### src/rtl/cpu_pkg.sv
// Shared definitions for the CPU front-end pipeline: instruction encodings,
// fetch increment, default control width and the stall watchdog state type.
package cpu_pkg;

   // Canonical NOP written into IF/ID when the latch is cleared
   localparam logic [31:0] NOP_INSTR = 32'h0000_0000;

   // Sequential fetch advances by one 32-bit instruction word
   localparam logic [31:0] PC_INC = 32'd4;

   // Default width of the decoded control bundle carried into ID/EX
   localparam int CTRL_W_DEFAULT = 10;

   // Stall watchdog states: normal flow, inside a stall run, hung (sticky)
   typedef enum logic [1:0] {
      WD_RUN   = 2'd0,
      WD_STALL = 2'd1,
      WD_HUNG  = 2'd2
   } wd_state_e;

endpackage : cpu_pkg

### src/rtl/stall_watchdog.sv
// Stall watchdog: measures the length of the current run of consecutive
// stall cycles and raises a sticky flag once the run exceeds MAX_STALL.
// Only a reset clears the flag; it never influences the pipeline itself.
module stall_watchdog
   import cpu_pkg::*;
#(
   parameter int MAX_STALL = 3
) (
   input  logic clk,
   input  logic rst,
   input  logic stall_cycle,
   output logic stall_timeout
);

   // Wide enough to hold MAX_STALL+1, the run length that trips HUNG
   localparam int RUN_W = $clog2(MAX_STALL + 2);

   wd_state_e        state_q;
   logic [RUN_W-1:0] run_len_q;
   logic             stall_timeout_q;

   // Watchdog FSM with run counter and registered timeout flag
   always_ff @(posedge clk or posedge rst) begin
      if (rst) begin
         state_q         <= WD_RUN;
         run_len_q       <= '0;
         stall_timeout_q <= 1'b0;
      end else begin
         case (state_q)
            WD_RUN: begin
               if (stall_cycle) begin
                  state_q   <= WD_STALL;
                  run_len_q <= RUN_W'(1);
               end
            end
            WD_STALL: begin
               if (stall_cycle) begin
                  run_len_q <= run_len_q + RUN_W'(1);
                  // The run that just got one cycle longer is too long
                  if ((int'(run_len_q) + 1) > MAX_STALL) begin
                     state_q         <= WD_HUNG;
                     stall_timeout_q <= 1'b1;
                  end
               end else begin
                  state_q   <= WD_RUN;
                  run_len_q <= '0;
               end
            end
            WD_HUNG: begin
               // Terminal: only rst leaves this state
               stall_timeout_q <= 1'b1;
            end
            default: begin
               state_q   <= WD_RUN;
               run_len_q <= '0;
            end
         endcase
      end
   end

   assign stall_timeout = stall_timeout_q;

endmodule : stall_watchdog

### src/rtl/if_id_pipeline.sv
// Front-end pipeline registers: PC, IF/ID latch and the control half of the
// ID/EX latch. Applies hazard-unit stall/flush requests and EX-stage branch
// redirects, keeps saturating stall/flush statistics and hosts the stall
// watchdog.
module if_id_pipeline
   import cpu_pkg::*;
#(
   parameter logic [31:0] RESET_PC  = 32'h0000_0000,
   parameter int          CTRL_W    = CTRL_W_DEFAULT,
   parameter int          CNT_W     = 16,
   parameter int          MAX_STALL = 3
) (
   input  logic              clk,
   input  logic              rst,
   input  logic              PCWrite,
   input  logic              IFIDWrite,
   input  logic              IDFlush,
   input  logic              branch_taken,
   input  logic [31:0]       branch_target,
   input  logic [31:0]       instr_if,
   input  logic [CTRL_W-1:0] ctrl_id,
   output logic [31:0]       pc,
   output logic [31:0]       instr_id,
   output logic [31:0]       pc4_id,
   output logic              valid_id,
   output logic [CTRL_W-1:0] ctrl_ex,
   output logic              valid_ex,
   output logic [CNT_W-1:0]  stall_cnt,
   output logic [CNT_W-1:0]  flush_cnt,
   output logic              stall_timeout
);

   logic [31:0]       pc_q,       pc_d;
   logic [31:0]       instr_id_q, instr_id_d;
   logic [31:0]       pc4_id_q,   pc4_id_d;
   logic              valid_id_q, valid_id_d;
   logic [CTRL_W-1:0] ctrl_ex_q,  ctrl_ex_d;
   logic              valid_ex_q, valid_ex_d;
   logic [CNT_W-1:0]  stall_cnt_q, stall_cnt_d;
   logic [CNT_W-1:0]  flush_cnt_q, flush_cnt_d;

   logic [31:0] pc_plus4;
   logic        stall_cycle;

   // Next-state for PC, IF/ID, ID/EX control and statistics counters
   always_comb begin
      // Wraps naturally modulo 2^32
      pc_plus4 = pc_q + PC_INC;

      // A redirect overrides any stall request in the same cycle
      stall_cycle = PCWrite & IFIDWrite & ~branch_taken;

      // PC: redirect, else hold on PCWrite, else sequential
      if (branch_taken) begin
         pc_d = branch_target;
      end else if (PCWrite) begin
         pc_d = pc_q;
      end else begin
         pc_d = pc_plus4;
      end

      // IF/ID: kill the fetched instruction on redirect, hold on IFIDWrite
      if (branch_taken) begin
         instr_id_d = NOP_INSTR;
         pc4_id_d   = 32'h0000_0000;
         valid_id_d = 1'b0;
      end else if (IFIDWrite) begin
         instr_id_d = instr_id_q;
         pc4_id_d   = pc4_id_q;
         valid_id_d = valid_id_q;
      end else begin
         instr_id_d = instr_if;
         pc4_id_d   = pc_plus4;
         valid_id_d = 1'b1;
      end

      // ID/EX control: bubble on hazard flush or on redirect of the ID slot
      if (IDFlush || branch_taken) begin
         ctrl_ex_d  = '0;
         valid_ex_d = 1'b0;
      end else begin
         ctrl_ex_d  = ctrl_id;
         valid_ex_d = valid_id_q;
      end

      // Statistics saturate at all-ones rather than wrapping
      stall_cnt_d = stall_cnt_q;
      if (stall_cycle && (stall_cnt_q != '1)) begin
         stall_cnt_d = stall_cnt_q + CNT_W'(1);
      end

      flush_cnt_d = flush_cnt_q;
      if (branch_taken && (flush_cnt_q != '1)) begin
         flush_cnt_d = flush_cnt_q + CNT_W'(1);
      end
   end

   // Pipeline and statistics registers, cleared immediately by rst
   always_ff @(posedge clk or posedge rst) begin
      if (rst) begin
         pc_q        <= RESET_PC;
         instr_id_q  <= NOP_INSTR;
         pc4_id_q    <= 32'h0000_0000;
         valid_id_q  <= 1'b0;
         ctrl_ex_q   <= '0;
         valid_ex_q  <= 1'b0;
         stall_cnt_q <= '0;
         flush_cnt_q <= '0;
      end else begin
         pc_q        <= pc_d;
         instr_id_q  <= instr_id_d;
         pc4_id_q    <= pc4_id_d;
         valid_id_q  <= valid_id_d;
         ctrl_ex_q   <= ctrl_ex_d;
         valid_ex_q  <= valid_ex_d;
         stall_cnt_q <= stall_cnt_d;
         flush_cnt_q <= flush_cnt_d;
      end
   end

   stall_watchdog #(
      .MAX_STALL (MAX_STALL)
   ) u_stall_watchdog (
      .clk           (clk),
      .rst           (rst),
      .stall_cycle   (stall_cycle),
      .stall_timeout (stall_timeout)
   );

   assign pc        = pc_q;
   assign instr_id  = instr_id_q;
   assign pc4_id    = pc4_id_q;
   assign valid_id  = valid_id_q;
   assign ctrl_ex   = ctrl_ex_q;
   assign valid_ex  = valid_ex_q;
   assign stall_cnt = stall_cnt_q;
   assign flush_cnt = flush_cnt_q;

endmodule : if_id_pipeline
### config.mk
export PLATFORM = sky130hd
export DESIGN_NAME = if_id_pipeline
export DESIGN_NICKNAME = d
export VERILOG_FILES = /design/src/rtl/cpu_pkg.sv /design/src/rtl/stall_watchdog.sv /design/src/rtl/if_id_pipeline.sv
export SDC_FILE = /design/constraint.sdc
export NUM_CORES = 1
export LEC_CHECK = 0
export BUFFER_PORTS_ARGS = -buffer_cell sky130_fd_sc_hd__buf_4
export CORE_UTILIZATION = 52
export CTS_CLUSTER_SIZE = 30
export DETAILED_ROUTE_END_ITERATION = 10
export HOLD_SLACK_MARGIN = 0.12
export PLACE_DENSITY = 0.86
export SYNTH_ARGS = -nofsm -noshare
export SYNTH_HDL_FRONTEND = slang
export SYNTH_HIERARCHICAL = 1
export SYNTH_SLANG_ARGS = --single-unit
### constraint.sdc
create_clock -name clk -period 5.1 [get_ports clk]
set_input_delay 0.255 -clock clk [delete_from_list [all_inputs] [get_ports clk]]
set_output_delay 0.255 -clock clk [all_outputs]
set_load 0.01 [all_outputs]
==> key figures, run 1 <==
Pwr
  – Net Switching: 0.923 mW
  – Static Leakage: between 4 and 5 nW
  – Sequential power share: 44.0%
  – PwrDens: 323 nW/um2
  – Sw Share: between 20% and 30%
  – Clk pwr share: 36.6%
  – Internal power: 2.32 mW
  – Peak VDD IR: 0.233 mV
  – Combinational group share of total power: 19.4%

Timing
  – Count of final hold-check violations: 0
  – Fin crit period: 2610 ps
  – Setup_tns: 0 ps
  – Hold slack: 134 ps
  – Slew headroom: 29.8%
  – Slew Viols, Final: 0
  – Fmax: 384 MHz
  – Final period util: 51.1%
  – Clk_skew: 8.02 ps
  – RSZ-0062 raised after global routing: false
  – Worst-Margin Slew: 1050 ps
  – Setup violators final: 0

Yosys
  – Fraction of registers with async set/reset: 100%
  – #FFs+latches synth: 146
  – Cell Area, Synth: between 7000 and 8000 um2
  – Synth Area per Inst: 10.2 um2
  – Complex-gate fraction of the synthesized area: under 10%
  – Post-synth EDFFs: 0
  – Post-synthesis sequential area ratio: about half
  – Most used DFF post-synth: dfrtp_1
  – Post-synthesis xor/xnor area fraction: between 6 and 7%
  – Top post-synthesis cells by count: dfrtp_1 (146), nor2_1 (91), nand2_1 (44)
  – Mux cell area share after synthesis: 5.88%
  – Most frequent cell after synthesis: dfrtp_1
  – Adder-Cell Fraction of Synth Area: 0.709%
  – Simple-Gate Fraction of Synth Area: 22.3%
  – Synthesized Nets: 779
  – Synthesized instance count: roughly 700
  – Synthesis warning total: 6
  – Leading area contributor after synthesis: dfrtp_1
  – Top cell type's share of synthesized area: between 50% and 60%
  – Yosys cell types: 53
  – Largest cells by area after synthesis: dfrtp_1 (52%), mux2i_1 (5.2%), nor2_1 (4.8%)
  – Largest family of logic cells by synthesized area: simple AND/OR/NAND/NOR gates

Worst setup path
  – Kind of cell adding the most delay to the critical path: simple AND/OR/NAND/NOR gates
  – Slowest cell on crit path: or4_1
  – CP Cell Sequence: nand4_1, or4_1, or4_1, a31oi_1
  – Worst Setup Start Kind: flop
  – Critical Path End Type: flop
  – Worst EP required: roughly 5400 ps
  – Top cell by count, worst path: or4_1
  – CP peak stage delay: 940 ps
  – Crit path kind: reg -> reg
  – Crit Path Max Fanout: 17
  – WP data arrival: 2940 ps
  – Worst path buffer plus inverter count: 0

Floorplanning
  – Initial Util: 53.3%
  – Ports: 221
  – Die X: 119 um
  – # rows: 42
  – Die area: roughly 14,000 um2
  – Core Box Area: 13,200 um2
  – DIE HEIGHT: 119 um

GRT
  – Vias in the first global route: 6,519
  – GRT overflow: 0
  – Pin count of the biggest net entering global routing: 94
  – Total track usage: between 30% and 40%
  – Antenna violations before repair: 0
  – Global-route wire length before repair: about 34,000 um

Clock network
  – Sink Count: between 100 and 150
  – Root Driver: clkbuf_16
  – Num CTS Buffers: 17
  – Clock slew at reported path FFs: approximately 60 ps
  – Post-CTS Setup Bufs: 0
  – H-tree levels: 4
  – Clock Path Buffers: 2
  – TritonCTS clock tree: yes
  – Worst skew pair latency: 420 ps
  – # resized after CTS: 0

Cells and area
  – Layout Cells excl Fill: 1,149
  – Layout Nets: ~1,000
  – Share of cells above drive strength 1: 26.7%
  – Area growth syn-to-layout: 42.2%
  – Cell area after layout: 10,000 um2
  – Filler cell count in the final layout: 870
  – Antenna diodes: 0

Drt
  – WL/cell: 18.4 um
  – Vias per cell: 5.80
  – Drt initial violations: 624
  – ANT nets after route: 0
  – DRC violations left: 0
  – Final wirelength: 21,100 um
  – Pre-antenna DRT Iters: 7
  – Vias: about 6,700

Place
  – Placer congestion estimate: 0.825
  – Post-DP Area: 8760 um2
  – Buffers on Ports: 220
  – Dpl cells: 1,047
  – Final HPWL DP: 12,600 um

Flow run
  – Maxcap violations: 0

Hold path
  – Hold WC Path Type: in -> reg

Outcome
  – Status: complete, no violations
[logic make-up after synthesis]
family,Yosys count
AO/OA/AOI/OAI,101
XOR/XNOR,53
adder cells (fa/ha/maj),4
buffers and inverters,53
flip-flops,146
multiplexers,41
AND/OR/NAND/NOR,297
[metal layers]
| metal | up-vias | global-route usage [%] | routed length [um] |
|---|---|---|---|
| met4 | 0 | 13.6 | 657 |
| li1 | 3072 | - | - |
| met1 | 3232 | 36.4 | 8150 |
| met5 | - | 0 | 0 |
| met2 | 312 | 54.2 | 10900 |
| met3 | 51 | 6.32 | 1380 |
[sequential cells by signal, summed over array words and instances (netlist names)]
register,count
pc4_id,32
flush_cnt,16
valid_ex,1
stall_cnt,16
instr_id,32
u_stall_watchdog/run_len_q,3
u_stall_watchdog/stall_timeout,1
u_stall_watchdog/state_q,2
ctrl_ex,10
pc,32
valid_id,1
[per-stage QoR]
| step | power [mW] | utilization (%) | setup slack (ps) |
|---|---|---|---|
| floorplan | 1.70 | - | 1090 |
| global placement | 1.99 | 66.2 | 2660 |
| detailed placement | 2.01 | 66.2 | 2580 |
| CTS | 3.23 | 75.8 | 2520 |
| global route | 3.37 | 75.8 | 2350 |
| finish | 3.25 | 75.8 | 2490 |
[final timing paths]
path,end,cells after the start,slack (ps),from
hold / removal,pc[29],3,130,branch_target[29]
max in group asynchronous,instr_id[15],4,3320,rst
hold reg to reg,valid_id,1,500,valid_id
setup reg to reg,pc[27],4,2490,pc[4]
setup / recovery,pc[27],4,2490,pc[4]
min in group asynchronous,u_stall_watchdog/state_q[1],3,380,rst
[timing repair]
action	in CTS	in global routing
setup endpoints to repair	0	0
hold endpoints to repair	169	0
hold buffers	72	0
[final cells by class]
type                       instances  area [um2]  share of cell area [%]
multi-input combinational        496        3190                    31.8
inverter                           7        31.3                   0.311
tap                              176         220                    2.19
timing repair buffer             294        2390                    23.8
clock buffer                      26         509                    5.07
clock inverter                     4        48.8                   0.486
sequential                       146        3650                    36.4
[placed cells by master (no fill, tap or decap), types with 19 or more instances in the layout]
| cell type | netlist | final |
|---|---|---|
| nand4_1 | 29 | 29 |
| nand3_1 | 24 | 24 |
| nor2_1 | 91 | 91 |
| or4_1 | 19 | 19 |
| buf_4 | 0 | 222 |
| xor2_1 | 19 | 19 |
| nand2_1 | 44 | 44 |
| xnor2_1 | 34 | 34 |
| dfrtp_1 | 146 | 146 |
| o21ai_0 | 29 | 29 |
| mux2i_1 | 37 | 37 |
| dlygate4sd3_1 | 0 | 72 |
[worst min-delay path, delay by kind of cell]
kind            cells  cell delay [ps]
buf+inv             1               80
simple gates        1               40
compound gates      1              130
[power by group through the flow]
stage          Combinational, mW  Sequential [mW]  Clock (mW)
5_1_grt                    0.680             1.45        1.25
6_report                   0.629             1.43        1.19
3_5_place_dp               0.572             1.44           0
3_3_place_gp               0.561             1.43           0
2_1_floorplan              0.248             1.45           0
4_1_cts                    0.620             1.42        1.19
No activity file was read; power rests on OpenSTA's default activity.
==> inputs of run 2 (changes only) <==
--- a/config.mk
+++ b/config.mk
@@ -6,11 +6,11 @@
 export NUM_CORES = 1
 export LEC_CHECK = 0
 export BUFFER_PORTS_ARGS = -buffer_cell sky130_fd_sc_hd__buf_4
-export CORE_UTILIZATION = 52
+export CORE_UTILIZATION = 47
 export CTS_CLUSTER_SIZE = 30
 export DETAILED_ROUTE_END_ITERATION = 10
 export HOLD_SLACK_MARGIN = 0.12
-export PLACE_DENSITY = 0.86
+export PLACE_DENSITY = 0.82
 export SYNTH_ARGS = -nofsm -noshare
 export SYNTH_HDL_FRONTEND = slang
 export SYNTH_HIERARCHICAL = 1
==> constraint.sdc (replaced) <==
create_clock -name clk -period 2.22 [get_ports clk]
set_input_delay 0.111 -clock clk [delete_from_list [all_inputs] [get_ports clk]]
set_output_delay 0.111 -clock clk [all_outputs]
set_load 0.01 [all_outputs]
==> key figures, run 2 (synthesis results as in run 1) <==
Worst setup path
  – WP data arrival: 2430 ps
  – Launch point of the worst path: pc[3]
  – Worst R2R Setup Slack: 100 ps
  – Critical Path End Type: flop
  – Crit Path Max Fanout: 12
  – Critical Path Sink: pc4_id[23]
  – Worst Setup Start Kind: flop
  – R2R depth: 4
  – Worst EP required: 2530 ps
  – Crit path kind: reg -> reg
  – R2r endpoint: pc4_id[23]
  – Reg2reg start: pc[3]

Cells and area
  – Seq. cell area: 3650 um2
  – Share of cells above drive strength 1: 30.1%
  – Filler cell count in the final layout: 1,004
  – Most common cell after layout, fill and taps aside: buf_4
  – Area growth syn-to-layout: 49.5%
  – Layout Cells excl Fill: between 1,000 and 1,500
  – Cell area after layout: 10,600 um2
  – Multi-input gate area: 3220 um2
  – Antenna diodes: 0
  – Layout Nets: about 1,100
  – Commonest cells after routing, fill and taps aside: buf_4 (258), dfrtp_1 (146), nor2_1 (91), dlygate4sd3_1 (85), nand2_1 (44)
  – Final core utilization: 72.4%

Timing
  – Fin crit period: between 2000 and 2500 ps
  – Clk_skew: 9.77 ps
  – Setup violators final: 0
  – Count of final hold-check violations: 0
  – Slew headroom: around 38%
  – Slew Viols, Final: 0
  – RSZ-0062 raised after global routing: false
  – Setup_tns: 0 ps
  – Final period util: 95.4%
  – Fmax: 472 MHz
  – Worst-Margin Slew: ~940 ps

Pwr
  – Peak VDD IR: approximately 0.56 mV
  – PwrDens: about 720 nW/um2
  – Static Leakage: 4.89 nW
  – Power Total: 7.59 mW

GRT
  – Vias in the first global route: 6,757
  – GRT overflow: 0
  – Met3 Use GR: 5.20%
  – Global-route wire length before repair: 34,800 um
  – Antenna violations before repair: 0
  – Total track usage: 28.1%
  – GR Util met2: 46.8%
  – Pin count of the biggest net entering global routing: 81
  – Grt peak-use layer: met2
  – Met1 Usage GRT: a little over a third

Hold path
  – Hold WC Path Type: in -> async

Place
  – Post-DP Area: 9090 um2
  – Placer congestion estimate: 0.872
  – Final HPWL DP: 13,200 um
  – Dpl cells: ~1,100
  – Buffers on Ports: between 200 and 250

Drt
  – Vias per cell: 5.57
  – Pre-antenna DRT Iters: 5
  – Final wirelength: about 21,000 um
  – Vias: around 6,800
  – DRC violations left: 0
  – Drt initial violations: around 600
  – ANT nets after route: 0
  – WL/cell: about 17 um

Clock network
  – H-tree levels: 4
  – Worst skew pair latency: about 420 ps
  – Clock slew at reported path FFs: roughly 60 ps
  – Sink Count: 146
  – Clock Path Buffers: 2
  – Root Driver: clkbuf_16
  – Num CTS Buffers: 17
  – TritonCTS clock tree: yes

Floorplanning
  – Core Box Area: 14,600 um2
  – DIE HEIGHT: about 120 um
  – Ports: 221
  – Die X: 125 um
  – Die area: 15,500 um2
  – Initial Util: slightly below 50%
  – # rows: 44

Outcome
  – Status: complete, no violations

Flow run
  – Maxcap violations: 0
==> run 2: routing by layer <==
metal  up-vias  wire length (um)
met5         -                 0
met4         0               564
met3        42              1380
met2       296             10700
met1      3237              8470
li1       3175                 -
==> run 2: where the power goes <==
part	leakage, nW	internal (mW)	switching, mW
combinational	2.73	0.819	0.769
sequential	1.88	2.92	0.303
clock	0.278	1.69	1.09
==> run 2: layout make-up <==
type | instances | share of cell area (%)
Tap cell | 184 | 2.18
Clock buffer | 24 | 4.75
Clock inverter | 8 | 0.723
Inverter | 7 | 0.284
Sequential cell | 146 | 34.6
Multi-Input combinational cell | 496 | 30.5
Timing Repair Buffer | 346 | 27.0
==> run 2: worst min-delay path by stage <==
stage                     slack, ps  cells after the start                             end     from
final                           210                      3  u_stall_watchdog/stall_timeout      rst
after global placement           70                      2  u_stall_watchdog/stall_timeout      rst
after floorplan                -100                      1   u_stall_watchdog/run_len_q[0]      rst
after detailed placement         70                      2  u_stall_watchdog/stall_timeout      rst
after global routing            210                      3                           pc[3]  PCWrite
after CTS                       190                      3  u_stall_watchdog/stall_timeout      rst
==> run 2: timing repair <==
item	in CTS	in global routing
pin swaps	0	1
endpoints found under the hold margin	232	0
gates cloned	0	0
gates resized for setup	1	5
setup buffers	0	2
endpoints found under the setup margin	1	8
hold buffers	85	0
==> run 2: worst max-delay path, cell delays in order (launching register included) <==
cell and delay [ps]:
dfrtp_1 410, nand4_1 200, or3_4 520, or4_1 560
a311oi_1 320
==> run 2: metrics by stage <==
stage | setup slack [ps] | hold slack [ps]
6_report | 103 | 208
5_1_grt | 4.35 | 214
4_1_cts | 0.696 | 192
3_5_place_dp | 34.8 | 67.1
3_3_place_gp | 129 | 65.2
2_1_floorplan | 249 | -98.0
